===== src/rtl/piso_pkg.sv =====
`default_nettype none
// ============================================================================
// Module      : piso_pkg
// Description : Shared state encoding, bit-order constants and counter sizing
//               for the PISO transmitter and its beat counter.
// Revision    : 1.0 - initial release
// ============================================================================
package piso_pkg;

    localparam logic [1:0] ST_IDLE  = 2'd0;
    localparam logic [1:0] ST_SHIFT = 2'd1;
    localparam logic [1:0] ST_PAR   = 2'd2;

    localparam int BIT_ORDER_LSB = 0;
    localparam int BIT_ORDER_MSB = 1;

    // Wide enough to hold every beat index of a WIDTH-bit frame.
    function automatic int cnt_width(input int width);
        return $clog2(width + 1);
    endfunction

endpackage
`default_nettype wire


===== src/rtl/piso_bit_cnt.sv =====
`default_nettype none
// ============================================================================
// Module      : piso_bit_cnt
// Description : Loadable beat counter that saturates at LAST and flags it.
// Revision    : 1.0 - initial release
// ============================================================================
module piso_bit_cnt #(
    parameter int CNT_W = 3,
    parameter int LAST  = 3
) (
    input  logic             clk,
    input  logic             clr,
    input  logic             load,
    input  logic             inc,
    output logic [CNT_W-1:0] cnt,
    output logic             last
);

    logic [CNT_W-1:0] r_cnt;
    logic             w_last;

    assign w_last = (r_cnt == CNT_W'(LAST));

    always_ff @(posedge clk or posedge clr) begin
        if (clr) begin
            r_cnt <= '0;
        end else if (load) begin
            r_cnt <= '0;
        end else if (inc && !w_last) begin
            r_cnt <= r_cnt + 1'b1;
        end
    end

    assign cnt  = r_cnt;
    assign last = w_last;

endmodule
`default_nettype wire


===== src/rtl/piso_tx.sv =====
`default_nettype none
// ============================================================================
// Module      : piso_tx
// Description : Parallel-in/serial-out transmitter with first/last framing,
//               gapless back-to-back frames. Optional even-parity beat when
//               PISO_TX_PARITY_EN is defined.
// Revision    : 1.0 - initial release
// ============================================================================
module piso_tx
    import piso_pkg::*;
#(
    parameter int WIDTH     = 4,
    parameter int MSB_FIRST = 0
) (
    input  logic             clk,
    input  logic             clr,
    input  logic [WIDTH-1:0] din,
    input  logic             din_valid,
    output logic             din_ready,
    output logic             so,
    output logic             so_valid,
    output logic             so_first,
    output logic             so_last
);

    localparam int c_CW = cnt_width(WIDTH);

    logic [1:0]       r_state;
    logic [WIDTH-1:0] r_sreg;
    logic             r_so;
    logic             r_so_valid;
    logic             r_so_first;
    logic             r_so_last;

    logic [c_CW-1:0]  w_cnt;
    logic             w_cnt_last;
    logic             w_final;
    logic             w_accept;
    logic             w_next_last;
    logic             w_first_bit;
    logic             w_next_bit;
    logic [WIDTH-1:0] w_load_rest;
    logic [WIDTH-1:0] w_shift_rest;

    // The register holds only the bits not yet presented, aligned so the
    // next bit to send is always at the shifting end.
    generate
        if (MSB_FIRST == BIT_ORDER_MSB) begin : g_msb
            assign w_first_bit  = din[WIDTH-1];
            assign w_load_rest  = {din[WIDTH-2:0], 1'b0};
            assign w_next_bit   = r_sreg[WIDTH-1];
            assign w_shift_rest = {r_sreg[WIDTH-2:0], 1'b0};
        end else begin : g_lsb
            assign w_first_bit  = din[0];
            assign w_load_rest  = {1'b0, din[WIDTH-1:1]};
            assign w_next_bit   = r_sreg[0];
            assign w_shift_rest = {1'b0, r_sreg[WIDTH-1:1]};
        end
    endgenerate

    piso_bit_cnt #(
        .CNT_W (c_CW),
        .LAST  (WIDTH - 1)
    ) u_bit_cnt (
        .clk  (clk),
        .clr  (clr),
        .load (w_accept),
        .inc  ((r_state == ST_SHIFT) && !w_accept),
        .cnt  (w_cnt),
        .last (w_cnt_last)
    );

`ifdef PISO_TX_PARITY_EN
    logic r_par;

    always_ff @(posedge clk or posedge clr) begin
        if (clr) begin
            r_par <= 1'b0;
        end else if (w_accept) begin
            r_par <= ^din;
        end
    end

    assign w_final     = (r_state == ST_PAR);
    assign w_next_last = 1'b0;
`else
    assign w_final     = (r_state == ST_SHIFT) && w_cnt_last;
    assign w_next_last = (w_cnt == c_CW'(WIDTH - 2));
`endif

    assign din_ready = !clr && ((r_state == ST_IDLE) || w_final);
    assign w_accept  = din_valid && din_ready;

    always_ff @(posedge clk or posedge clr) begin
        if (clr) begin
            r_state    <= ST_IDLE;
            r_sreg     <= '0;
            r_so       <= 1'b0;
            r_so_valid <= 1'b0;
            r_so_first <= 1'b0;
            r_so_last  <= 1'b0;
        end else if (w_accept) begin
            // Loading always wins, which is what makes the final beat
            // hand over to beat 0 of the next frame without a bubble.
            r_state    <= ST_SHIFT;
            r_sreg     <= w_load_rest;
            r_so       <= w_first_bit;
            r_so_valid <= 1'b1;
            r_so_first <= 1'b1;
            r_so_last  <= 1'b0;
        end else begin
            case (r_state)
                ST_SHIFT: begin
                    if (w_cnt_last) begin
`ifdef PISO_TX_PARITY_EN
                        r_state    <= ST_PAR;
                        r_so       <= r_par;
                        r_so_valid <= 1'b1;
                        r_so_first <= 1'b0;
                        r_so_last  <= 1'b1;
`else
                        r_state    <= ST_IDLE;
                        r_so       <= 1'b0;
                        r_so_valid <= 1'b0;
                        r_so_first <= 1'b0;
                        r_so_last  <= 1'b0;
`endif
                    end else begin
                        r_sreg     <= w_shift_rest;
                        r_so       <= w_next_bit;
                        r_so_valid <= 1'b1;
                        r_so_first <= 1'b0;
                        r_so_last  <= w_next_last;
                    end
                end
                default: begin
                    r_state    <= ST_IDLE;
                    r_so       <= 1'b0;
                    r_so_valid <= 1'b0;
                    r_so_first <= 1'b0;
                    r_so_last  <= 1'b0;
                end
            endcase
        end
    end

    assign so       = r_so;
    assign so_valid = r_so_valid;
    assign so_first = r_so_first;
    assign so_last  = r_so_last;

endmodule
`default_nettype wire


===== config.mk =====
export PLATFORM = sky130hd
export DESIGN_NAME = piso_tx
export DESIGN_NICKNAME = d
export VERILOG_FILES = /design/src/rtl/piso_pkg.sv /design/src/rtl/piso_bit_cnt.sv /design/src/rtl/piso_tx.sv
export SDC_FILE = /design/constraint.sdc
export NUM_CORES = 1
export LEC_CHECK = 0
export CORE_AREA = 3 3 40 42
export DETAILED_ROUTE_END_ITERATION = 7
export DIE_AREA = 0 0 43 45
export MAX_ROUTING_LAYER = met4
export PLACE_DENSITY = 0.67
export SETUP_SLACK_MARGIN = 0.1
export SYNTH_ARGS = -nofsm -noshare
export SYNTH_HDL_FRONTEND = slang
export SYNTH_HIERARCHICAL = 1
export SYNTH_SLANG_ARGS = --single-unit
export TNS_END_PERCENT = 1

===== constraint.sdc =====
create_clock -name clk -period 2.48 [get_ports clk]
set_clock_uncertainty 0.15 [all_clocks]
set_input_delay 0.496 -clock clk [delete_from_list [all_inputs] [get_ports clk]]
set_output_delay 0.496 -clock clk [all_outputs]
set_load 0.03 [all_outputs]

-- Yosys cells after proc, flatten, opt, wreduce, memory -nomap -nowiden
Cells that the tools add are included.
- output and inout bits: 5
- bits of input ports: 7
- logic and storage cells: 44
- flip-flop bits (word level): 13
- reduce and logical (&&, ||, !) cells: 13
- equal/unequal tests: 5
- multiplexer cells: 18
- add/sub/neg operators: 1
- operators with widths (kind ; number):
    4-bit 2-to-1 mux ; 3
    1-bit 2-to-1 mux ; 10
    3-bit by 2-bit == test with 1-bit output (second input constant) ; 2
    2-bit 2-to-1 mux ; 3
    3-bit 2-to-1 mux ; 2
    1-bit logical AND ; 5
    2-bit nonzero test ; 2
    3-bit by 1-bit adder with 3-bit output (second input constant) ; 1
    1-bit logical NOT ; 3
    3-bit by 2-bit inequality test with 1-bit output (second input constant) ; 1
    2-bit by 1-bit == test with 1-bit output (second input constant) ; 1
    2-bit logical NOT ; 1
    2-bit inequality test (second input constant) ; 1
    2-bit AND reduction ; 1
    1-bit logical OR ; 1

-- Logic depth before layout (Yosys ltp)
Gate-level depths: netlist (run 1).
- depth after elaboration: 10
- gate-level depth with buffers: 7
- mapped depth without buffers: 6

-- By module
Netlist (run 1), hierarchy kept.
- by module, submodules not included (module ; area an instance (sq um) ; cells an instance ; times used ; seq. area each (sq um)):
    piso_tx ; 356.6 ; 30 ; 1 ; 200.2
    piso_bit_cnt ; 181.4 ; 16 ; 1 ; 75.1

-- Least setup slack after synthesis (run 1)
Ideal clock, no wire load.
- path kind: flip-flop to output port
- from: register u_bit_cnt.r_cnt[0] (netlist: u_bit_cnt/cnt[0])
- to: output din_ready
- setup slack: 0.482 ns
- path buffers: 1
- data arrival time: 1.352 ns
- data required time: 1.834 ns
- stages on the path, launching flop included: 6
- cells stage by stage: dfrtp_1 -> ha_1 -> ha_1 -> nor2b_1 -> buf_4 -> nor2_1
- cells in the longest elaborated chain, start to end: 4
- ends and longest elaborated chain (what ; RTL line ; text):
    from (decl) ; piso_bit_cnt.sv:19 ; logic [CNT_W-1:0] r_cnt;
    from (signal assigned) ; piso_bit_cnt.sv:30 ; r_cnt <= r_cnt + 1'b1;
    3-bit by 2-bit == test with 1-bit output ; piso_bit_cnt.sv:22 ; assign w_last = (r_cnt == CNT_W'(LAST));
    via w_cnt_last ; piso_tx.sv:36 ; logic w_cnt_last;
    1-bit logical AND ; piso_tx.sv:87 ; assign w_final = (r_state == ST_SHIFT) && w_cnt_last;
    1-bit logical OR ; piso_tx.sv:91 ; assign din_ready = !clr && ((r_state == ST_IDLE) || w_final);
    1-bit logical AND ; piso_tx.sv:91 ;
    to (decl) ; piso_tx.sv:19 ; output logic din_ready,
The timed path passes the listed nets, and every way through them passes these cells.

-- Worst setup path after layout (run 1)
Same ends and word-level chain as after synthesis.

==> reports/results.ini, run 1 <==
[yosys]
synth.most_common_cell=dfrtp_1
ys_ff_latch=11
syn_nets=55
synth-edff-count=0
postSynthCellCount=46
synth_area_leaders=dfrtp_1 (51%), mux2i_1 (5.6%), ha_1 (4.7%)
synth_area_um2=538
async_reset_ff_share_pct=100
synth_top_area_cell=dfrtp_1
avgSynthCellArea_um2=11.7
yosysSeqAreaShare_pct=51.2
yosysWarnings=6
yosys-top-cells-count=dfrtp_1 (11), inv_1 (4), nor2_1 (4), mux2i_1 (3), o21ai_1 (3)
synth_ff_type=dfrtp_1
yosysUniqueCellTypes=22
synth_top_area_share_pct=51.2

[clocking]
cts_setup_buffers=0
clock_latency_ps=260
cts.sinks=11
cts_tree=done
htree_levels=1
clockBufferDepth=2
numCtsBuffers=3
cts_root_buf=clkbuf_4
clkTransAtPathRegs_ps=70

[routing]
dr.max_layer_used=met3
wl_met3_um=48
drtPass1Iterations=4
avgRoutedWirePerCell_um=12.1
ant_nets=0
wl_met1_um=403
drtIter0Drc=7
num_vias=384
dr_wl_met2_um=490
viasPerCell=4.92
totalWireLength_um=941
drc=0

[timing]
final_max_slew_viol_count=0
slew_headroom_pct=79.8
setup_violations=0
period_needed_ps=2110
timing.hold.ws_ps=332
finalHoldViolCount=0
tightest_slew_ps=303
fmax_mhz=474
setup_tns_ps=0
rsz0062_at_grt=false
final.period_utilization_pct=85.1

[global_route]
antenna_found_initial=0
grt_max_degree=9
grt_overflow=0
grt_pass1_wl_mm=1.69
grt.total_usage_pct=12.6
grt_pass1_vias=396

[worst_setup_path]
crit_type=reg2out
cp-startpoint=u_bit_cnt/cnt[0]
crit_fanout=4
timing.rr.start=u_bit_cnt/cnt[0]
crit_path_start_kind=register
cp-end-kind=output port
cp.arrival_ps=1460
crit_required_ps=1830

[power]
netSwitchingFraction_pct=37.6
combinationalPowerShare_pct=49.1
peakVddDrop_mv=0.466
p_switching_uw=298
intPower_uw=496
p_leak_uw=0.000338
power_density_mw_per_mm2=1150
pwr-share-clk_pct=14.8
seqPwrFrac_pct=36.1

[floorplan]
design.die.area_mm2=0.00194
die_w_um=43
io_pins=12
initial_core_util_pct=41.9
fp-row-count=13
die_y_um=45
core_area_mm2=0.00128

[placed_design]
dp_hpwl_um=773
globalplace.congestion=0.768
portBuffers=11
postPlaceCellArea_um2=669

[cells_and_area]
finalNetCount=73
design_area_um2=693
drive_gt1_share_pct=20.6
antennaDiodeCount=0
layout-area-overhead-vs-synth_pct=28.8

[worst_hold_path]
min_from=r_sreg[1]
hold_path_class=reg2reg

[status]
status=finished clean

[run]
drv_cap=0

[worst paths after layout]
path / cells after the start / slack, ps / endpoint
max reg2reg: 7 / 400 / u_bit_cnt/cnt[2]
min in group asynchronous: 3 / 410 / u_bit_cnt/cnt[2]
min reg2reg: 2 / 330 / r_sreg[0]
max in group asynchronous: 4 / 1530 / so
max: 5 / 370 / din_ready
min: 2 / 330 / r_sreg[0]
[layer usage]
metal	up-vias	track usage [%]
li1	192	-
met1	181	13.8
met5	-	-
met2	11	19.8
met4	0	5.42
met3	0	5.98
[critical path, stage by stage (launching register included)]
cell and delay, ps:
dfrtp_1 410, ha_1 220, ha_1 200, nor2b_2 150
nor2_1 50, clkbuf_2 170
[cells by family (layout without fill, tap and decap cells)]
logic type | Yosys count | count (layout) | synth area share, %
fa+ha+maj | 2 | 2 | 4.65
flops | 11 | 11 | 51.2
simple gates | 15 | 15 | 19.8
mux | 4 | 4 | 7.67
compound gates | 8 | 8 | 8.84
buf+inv | 6 | 23 | 7.91
[flip-flops by register name, indices dropped and copies added (netlist names)]
name and cells:
so_valid 1, r_state 1, u_bit_cnt/cnt 3, so_last 1
so 1, so_first 1, r_sreg 3
[area by class of cell]
class | count | area, um2
multi-input cells | 29 | 223
repair buffers | 15 | 135
fillers | 133 | 592
well taps | 15 | 18.8
clock buffers | 4 | 26.3
flip-flops and latches | 11 | 275
inverters | 4 | 15.0
[layout by cell type, fill, tap and decap left out]
cell              n
a22o_1            1
a31oi_1           1
and2b_4           1
and3_1            1
buf_4             4
clkbuf_1          1
clkbuf_2          1
clkbuf_4          3
clkdlybuf4s50_1  10
dfrtp_1          11
ha_1              2
inv_1             4
mux2_1            1
mux2i_1           3
nand2_1           2
nand2b_2          1
nand2b_4          1
nand4bb_1         1
nor2_1            4
nor2_4            1
nor2b_1           1
nor2b_2           1
o21ai_0           2
o21ai_1           3
o31ai_1           1
or4b_1            1
[power groups by stage]
| stage | Combinational (uW) | Sequential, uW | Clock (uW) |
|---|---|---|---|
| 2_1_floorplan | 226 | 331 | 0 |
| 3_3_place_gp | 385 | 285 | 0 |
| 6_report | 390 | 287 | 117 |
| 4_1_cts | 391 | 287 | 124 |
| 3_5_place_dp | 395 | 291 | 0 |
| 5_1_grt | 436 | 298 | 141 |
[through the flow]
| step | total power (uW) | utilization (%) | cells | setup WS (ps) |
|---|---|---|---|---|
| global route | 875 | 53.9 | 78 | 254 |
| detailed placement | 686 | 52.1 | 74 | 142 |
| finish | 794 | 53.9 | 78 | 371 |
| CTS | 802 | 54.0 | 78 | 163 |
| global placement | 671 | 52.1 | 74 | 152 |
| floorplan | 557 | - | 46 | 482 |
[what timing repair did]
| action | CTS | global route |
|---|---|---|
| hold buffers | 0 | 0 |
| endpoints found under the setup margin | 1 | 1 |
| gates resized for setup | 1 | 3 |
No activity file was read; power rests on OpenSTA's default activity.
==> inputs of run 2 (changes only) <==
--- a/config.mk
+++ b/config.mk
@@ -5,9 +5,11 @@
 export SDC_FILE = /design/constraint.sdc
 export NUM_CORES = 1
 export LEC_CHECK = 0
+export ABC_CLOCK_PERIOD_IN_PS = 2480
 export CORE_AREA = 3 3 40 42
 export DETAILED_ROUTE_END_ITERATION = 7
 export DIE_AREA = 0 0 43 45
+export GPL_TIMING_DRIVEN = 0
 export MAX_ROUTING_LAYER = met4
 export PLACE_DENSITY = 0.67
 export SETUP_SLACK_MARGIN = 0.1
==> reports/results.ini, run 2 (synthesis gave the netlist of run 1 again) <==
[status]
status=finished clean

[cells_and_area]
fin_util_pct=55.5
drive_gt1_share_pct=21.9
multi_input_area_um2=223
antennaDiodeCount=0
design_area_um2=713
finalNetCount=74
seq_area_um2=275
final_common_cell=dfrtp_1
layout_common_cells=dfrtp_1 (11), clkdlybuf4s50_1 (10), buf_4 (4), nor2_1 (4), inv_1 (4)
layout-area-overhead-vs-synth_pct=32.6
fill_cells=127

[clocking]
cts_root_buf=clkbuf_4
numCtsBuffers=3
clockBufferDepth=2
cts.sinks=11
postCtsHoldBufs=0
clkTransAtPathRegs_ps=70
clock_latency_ps=270
htree_levels=1
cts_tree=done

[global_route]
grt.total_usage_pct=13.0
grt_overflow=0
antenna_found_initial=0
grt_pass1_wl_mm=1.74
grt_pass1_vias=404
grt_max_degree=10

[routing]
avgRoutedWirePerCell_um=12.2
viasPerCell=4.73
drtIter0Drc=7
num_vias=374
drtPass1Iterations=4
drc=0
totalWireLength_um=961
ant_nets=0

[timing]
setup_tns_ps=0
slew_headroom_pct=77.5
final.period_utilization_pct=89.0
fmax_mhz=453
tightest_slew_ps=337
final_max_slew_viol_count=0
rsz0062_at_grt=false
period_needed_ps=2210
setup_violations=0
finalHoldViolCount=0

[power]
peakVddDrop_mv=0.408
power_density_mw_per_mm2=1170
p_leak_uw=0.000344

[worst_setup_path]
crit_required_ps=1830
crit_fanout=7
cp-end-kind=output port
crit_type=reg2out
cp.arrival_ps=1560
crit_path_start_kind=register
r2r_slack_ps=400

[placed_design]
globalplace.congestion=0.751
postPlaceCellArea_um2=667
dp_hpwl_um=731
portBuffers=11

[floorplan]
io_pins=12
fp-row-count=13
die_w_um=43
core_area_mm2=0.00128
initial_core_util_pct=41.9
design.die.area_mm2=0.00194
die_y_um=45

[run]
drv_cap=0

[worst_hold_path]
hold_path_class=in2async

run 2: worst max-delay path, stage by stage, from the launching register on:
cell     delay, ps
dfrtp_1        410
ha_1           210
ha_2           210
nor2b_1        110
buf_4          140
nor2_1          40
buf_2          170
run 2: layout make-up:
class                           count  area share (%)
Sequential cell                    11            38.6
Multi-Input combinational cell     29            31.2
Timing Repair Buffer               14            17.9
Buffer                              2            3.86
Clock buffer                        4            3.68
Tap cell                           15            2.63
Inverter                            4            2.11
run 2: path summary, 6_finish.rpt:
check | depth (start not counted) | start | to
setup / recovery | 6 | u_bit_cnt/cnt[0] | din_ready
hold / removal | 2 | clr | u_bit_cnt/cnt[2]
setup reg to reg | 8 | u_bit_cnt/cnt[0] | u_bit_cnt/cnt[2]
hold reg to reg | 2 | r_sreg[1] | r_sreg[0]
max in group asynchronous | 2 | clr | so
min in group clk | 2 | r_sreg[1] | r_sreg[0]
run 2: layer usage:
metal / share of wire (%) / GRT usage, % / wire [um] / vias to the layer above
met5: 0 / - / 0 / -
met4: 2.5 / 9.04 / 24 / 0
met3: 5.1 / 3.59 / 49 / 3
met2: 45 / 19.5 / 434 / 14
met1: 47 / 15.2 / 452 / 166
li1: - / - / - / 191
run 2: what timing repair did:
item	4_1_cts	5_1_grt
gates resized for setup	4	2
setup endpoints to repair	1	1
setup buffers	0	3
pin swaps	0	0
run 2: report_power, final:
group          switching (uW)  internal (uW)  total (uW)
Clock                    62.3           62.3         125
Sequential               36.3            249         286
Combinational             210            216         426
run 2: per-stage QoR:
stage	total power, uW	hold WS, ps	instances	setup slack (ps)
floorplan	557	99.6	46	482
global placement	660	314	72	48.3
detailed placement	679	322	72	44.1
CTS	805	327	76	106
global route	903	360	79	153
finish	837	330	79	272
==> inputs of run 3 (changes only) <==
--- a/config.mk
+++ b/config.mk
@@ -5,13 +5,14 @@
 export SDC_FILE = /design/constraint.sdc
 export NUM_CORES = 1
 export LEC_CHECK = 0
+export ABC_AREA = 1
 export ABC_CLOCK_PERIOD_IN_PS = 2480
 export CORE_AREA = 3 3 40 42
 export DETAILED_ROUTE_END_ITERATION = 7
 export DIE_AREA = 0 0 43 45
 export GPL_TIMING_DRIVEN = 0
 export MAX_ROUTING_LAYER = met4
-export PLACE_DENSITY = 0.67
+export PLACE_DENSITY = 0.65
 export SETUP_SLACK_MARGIN = 0.1
 export SYNTH_ARGS = -nofsm -noshare
 export SYNTH_HDL_FRONTEND = slang
==> reports/results.ini, run 3 <==
[status]
status=finished clean

[worst_hold_path]
min_from=u_bit_cnt/cnt[2]
hold_path_class=reg2reg
worstHoldPathCells=1

[routing]
viasPerCell=4.70
drc=0
ant_nets=0
avgRoutedWirePerCell_um=10.6
drtIter0Drc=9
drtPass1Iterations=4
num_vias=418
totalWireLength_um=941

[global_route]
grt_pass1_vias=404
busiest_layer=met2
grt_max_degree=12
antenna_found_initial=0
grt_pass1_wl_mm=1.71
grt_overflow=0
grt.total_usage_pct=12.4
grt_util_met1_pct=15.1
use_met2_pct=18.3
met3_usage_pct=2.39

[yosys]
postSynthCellCount=59
syn_nets=68
synth_top_area_cell=dfrtp_1
yosysUniqueCellTypes=14
yosysSeqAreaShare_pct=53.4
yosysWarnings=6
synth.most_common_cell=nand2_1
avgSynthCellArea_um2=8.74
synth_ff_type=dfrtp_1
synth_top_area_share_pct=53.4
yosys-top-cells-count=nand2_1 (13), dfrtp_1 (11), inv_1 (9), nand3_1 (8), nor2_1 (4)
synth_area_leaders=dfrtp_1 (53%), nand2_1 (9.5%), nand3_1 (7.8%)
synth-edff-count=0
async_reset_ff_share_pct=100
synth_area_um2=515
ys_ff_latch=11

[worst_setup_path]
ff2ff_path_depth=10
cp_num_buf_inv=1
cpLargestDelayFamily=adder cells
cp-startpoint=u_bit_cnt/cnt[0]
critPathMaxStageDelay_ps=410
crit_fanout=4
cpMostUsedCell=ha_1
crit_path_start_kind=register
crit_type=reg2out
cp_cell_sequence=ha_1 > ha_1 > nor2_4 > nor2_1 > clkbuf_2
cp.arrival_ps=1540
timing.rr.start=u_bit_cnt/cnt[0]
slowest_stage=dfrtp_1
crit_cells=5
cp-end-kind=output port
crit_required_ps=1830

[placed_design]
dp_hpwl_um=680
portBuffers=11
globalplace.congestion=0.732

[power]
peakVddDrop_mv=0.463
power_density_mw_per_mm2=1170
p_leak_uw=0.000351

[clocking]
postCtsHoldBufs=0
cts_root_buf=clkbuf_4
clockBufferDepth=2
numCtsBuffers=3
cts_tree=done
cts.sinks=11
clkTransAtPathRegs_ps=70
clock_latency_ps=270
htree_levels=1

[floorplan]
die_w_um=43
io_pins=12
die_y_um=45
core_area_mm2=0.00128
design.die.area_mm2=0.00194
initial_core_util_pct=40.1
fp-row-count=13

[timing]
setup_violations=0
rsz0062_at_grt=false
final.period_utilization_pct=88.2
period_needed_ps=2190
timing.hold.ws_ps=328
final_max_slew_viol_count=0
fmax_mhz=457
setup_tns_ps=0
slew_headroom_pct=73.3
finalHoldViolCount=0
tightest_slew_ps=400

[cells_and_area]
layout-area-overhead-vs-synth_pct=30.6
multi_input_area_um2=203
antennaDiodeCount=0
fill_cells=126
layout_common_cells=nand2_1 (13), dfrtp_1 (11), clkdlybuf4s50_1 (10)
final_common_cell=nand2_1
seq_area_um2=275
drive_gt1_share_pct=14.9
finalNetCount=84

[run]
drv_cap=0

[run 3: logic make-up after synthesis]
kind of cell             after synthesis  share of synthesized area, %
AND/OR/NAND/NOR                       31                          29.1
buffers and inverters                 12                          8.74
flip-flops                            11                          53.4
AO/OA/AOI/OAI                          3                          3.88
adder cells (fa/ha/maj)                2                          4.85
[run 3: cell type report]
class | instances | share of cell area [%]
well taps | 15 | 2.79
repair buffers | 11 | 15.6
inverters | 12 | 6.69
clock buffers | 4 | 3.90
flip-flops and latches | 11 | 40.9
multi-input cells | 36 | 30.1
[run 3: worst reg2reg max path: stages, from the launching register on]
cell	delay (ps)
dfrtp_1	410
ha_1	210
ha_1	250
inv_1	120
nand2_4	90
nand3_2	100
inv_2	80
nor2_1	230
nand2_1	120
nand3_1	80
nand2_1	60
[run 3: report_power, final]
group          switching [uW]  internal [uW]
Clock                    64.1           62.3
Sequential               40.5            250
Combinational             230            141
[run 3: path summary, 6_finish.rpt]
| path | to | slack (ps) |
|---|---|---|
| worst max-delay path | din_ready | 290 |
| worst max register to register | u_bit_cnt/cnt[1] | 480 |
| min in group asynchronous | u_bit_cnt/cnt[1] | 360 |
| worst min register to register | so_last | 330 |
| worst min-delay path | so_last | 330 |
| max in group asynchronous | so_last | 1410 |
[run 3: through the flow]
step | util (%) | power, uW | setup slack [ps] | std cells | instance area (um2)
after global routing | 52.4 | 856 | 208 | 89 | 673
final | 52.4 | 788 | 292 | 89 | 673
after detailed placement | 50.1 | 660 | 49.7 | 85 | 644
after CTS | 52.8 | 801 | 109 | 89 | 678
after global placement | 50.1 | 652 | 39.7 | 85 | 644
after floorplan | - | 548 | 625 | 59 | 515
[run 3: what timing repair did]
action | CTS | global route
gates resized for setup | 4 | 1
gates cloned | 0 | 0
setup endpoints to repair | 1 | 1
setup buffers | 0 | 0
hold endpoints to repair | 0 | 0
[run 3: routing by layer]
metal | vias to the layer above | share of wire, % | routed length [um]
li1 | 218 | - | -
met1 | 187 | 48 | 454
met2 | 11 | 45 | 422
met3 | 2 | 5.7 | 54
met4 | 0 | 0.96 | 9
met5 | - | 0 | 0
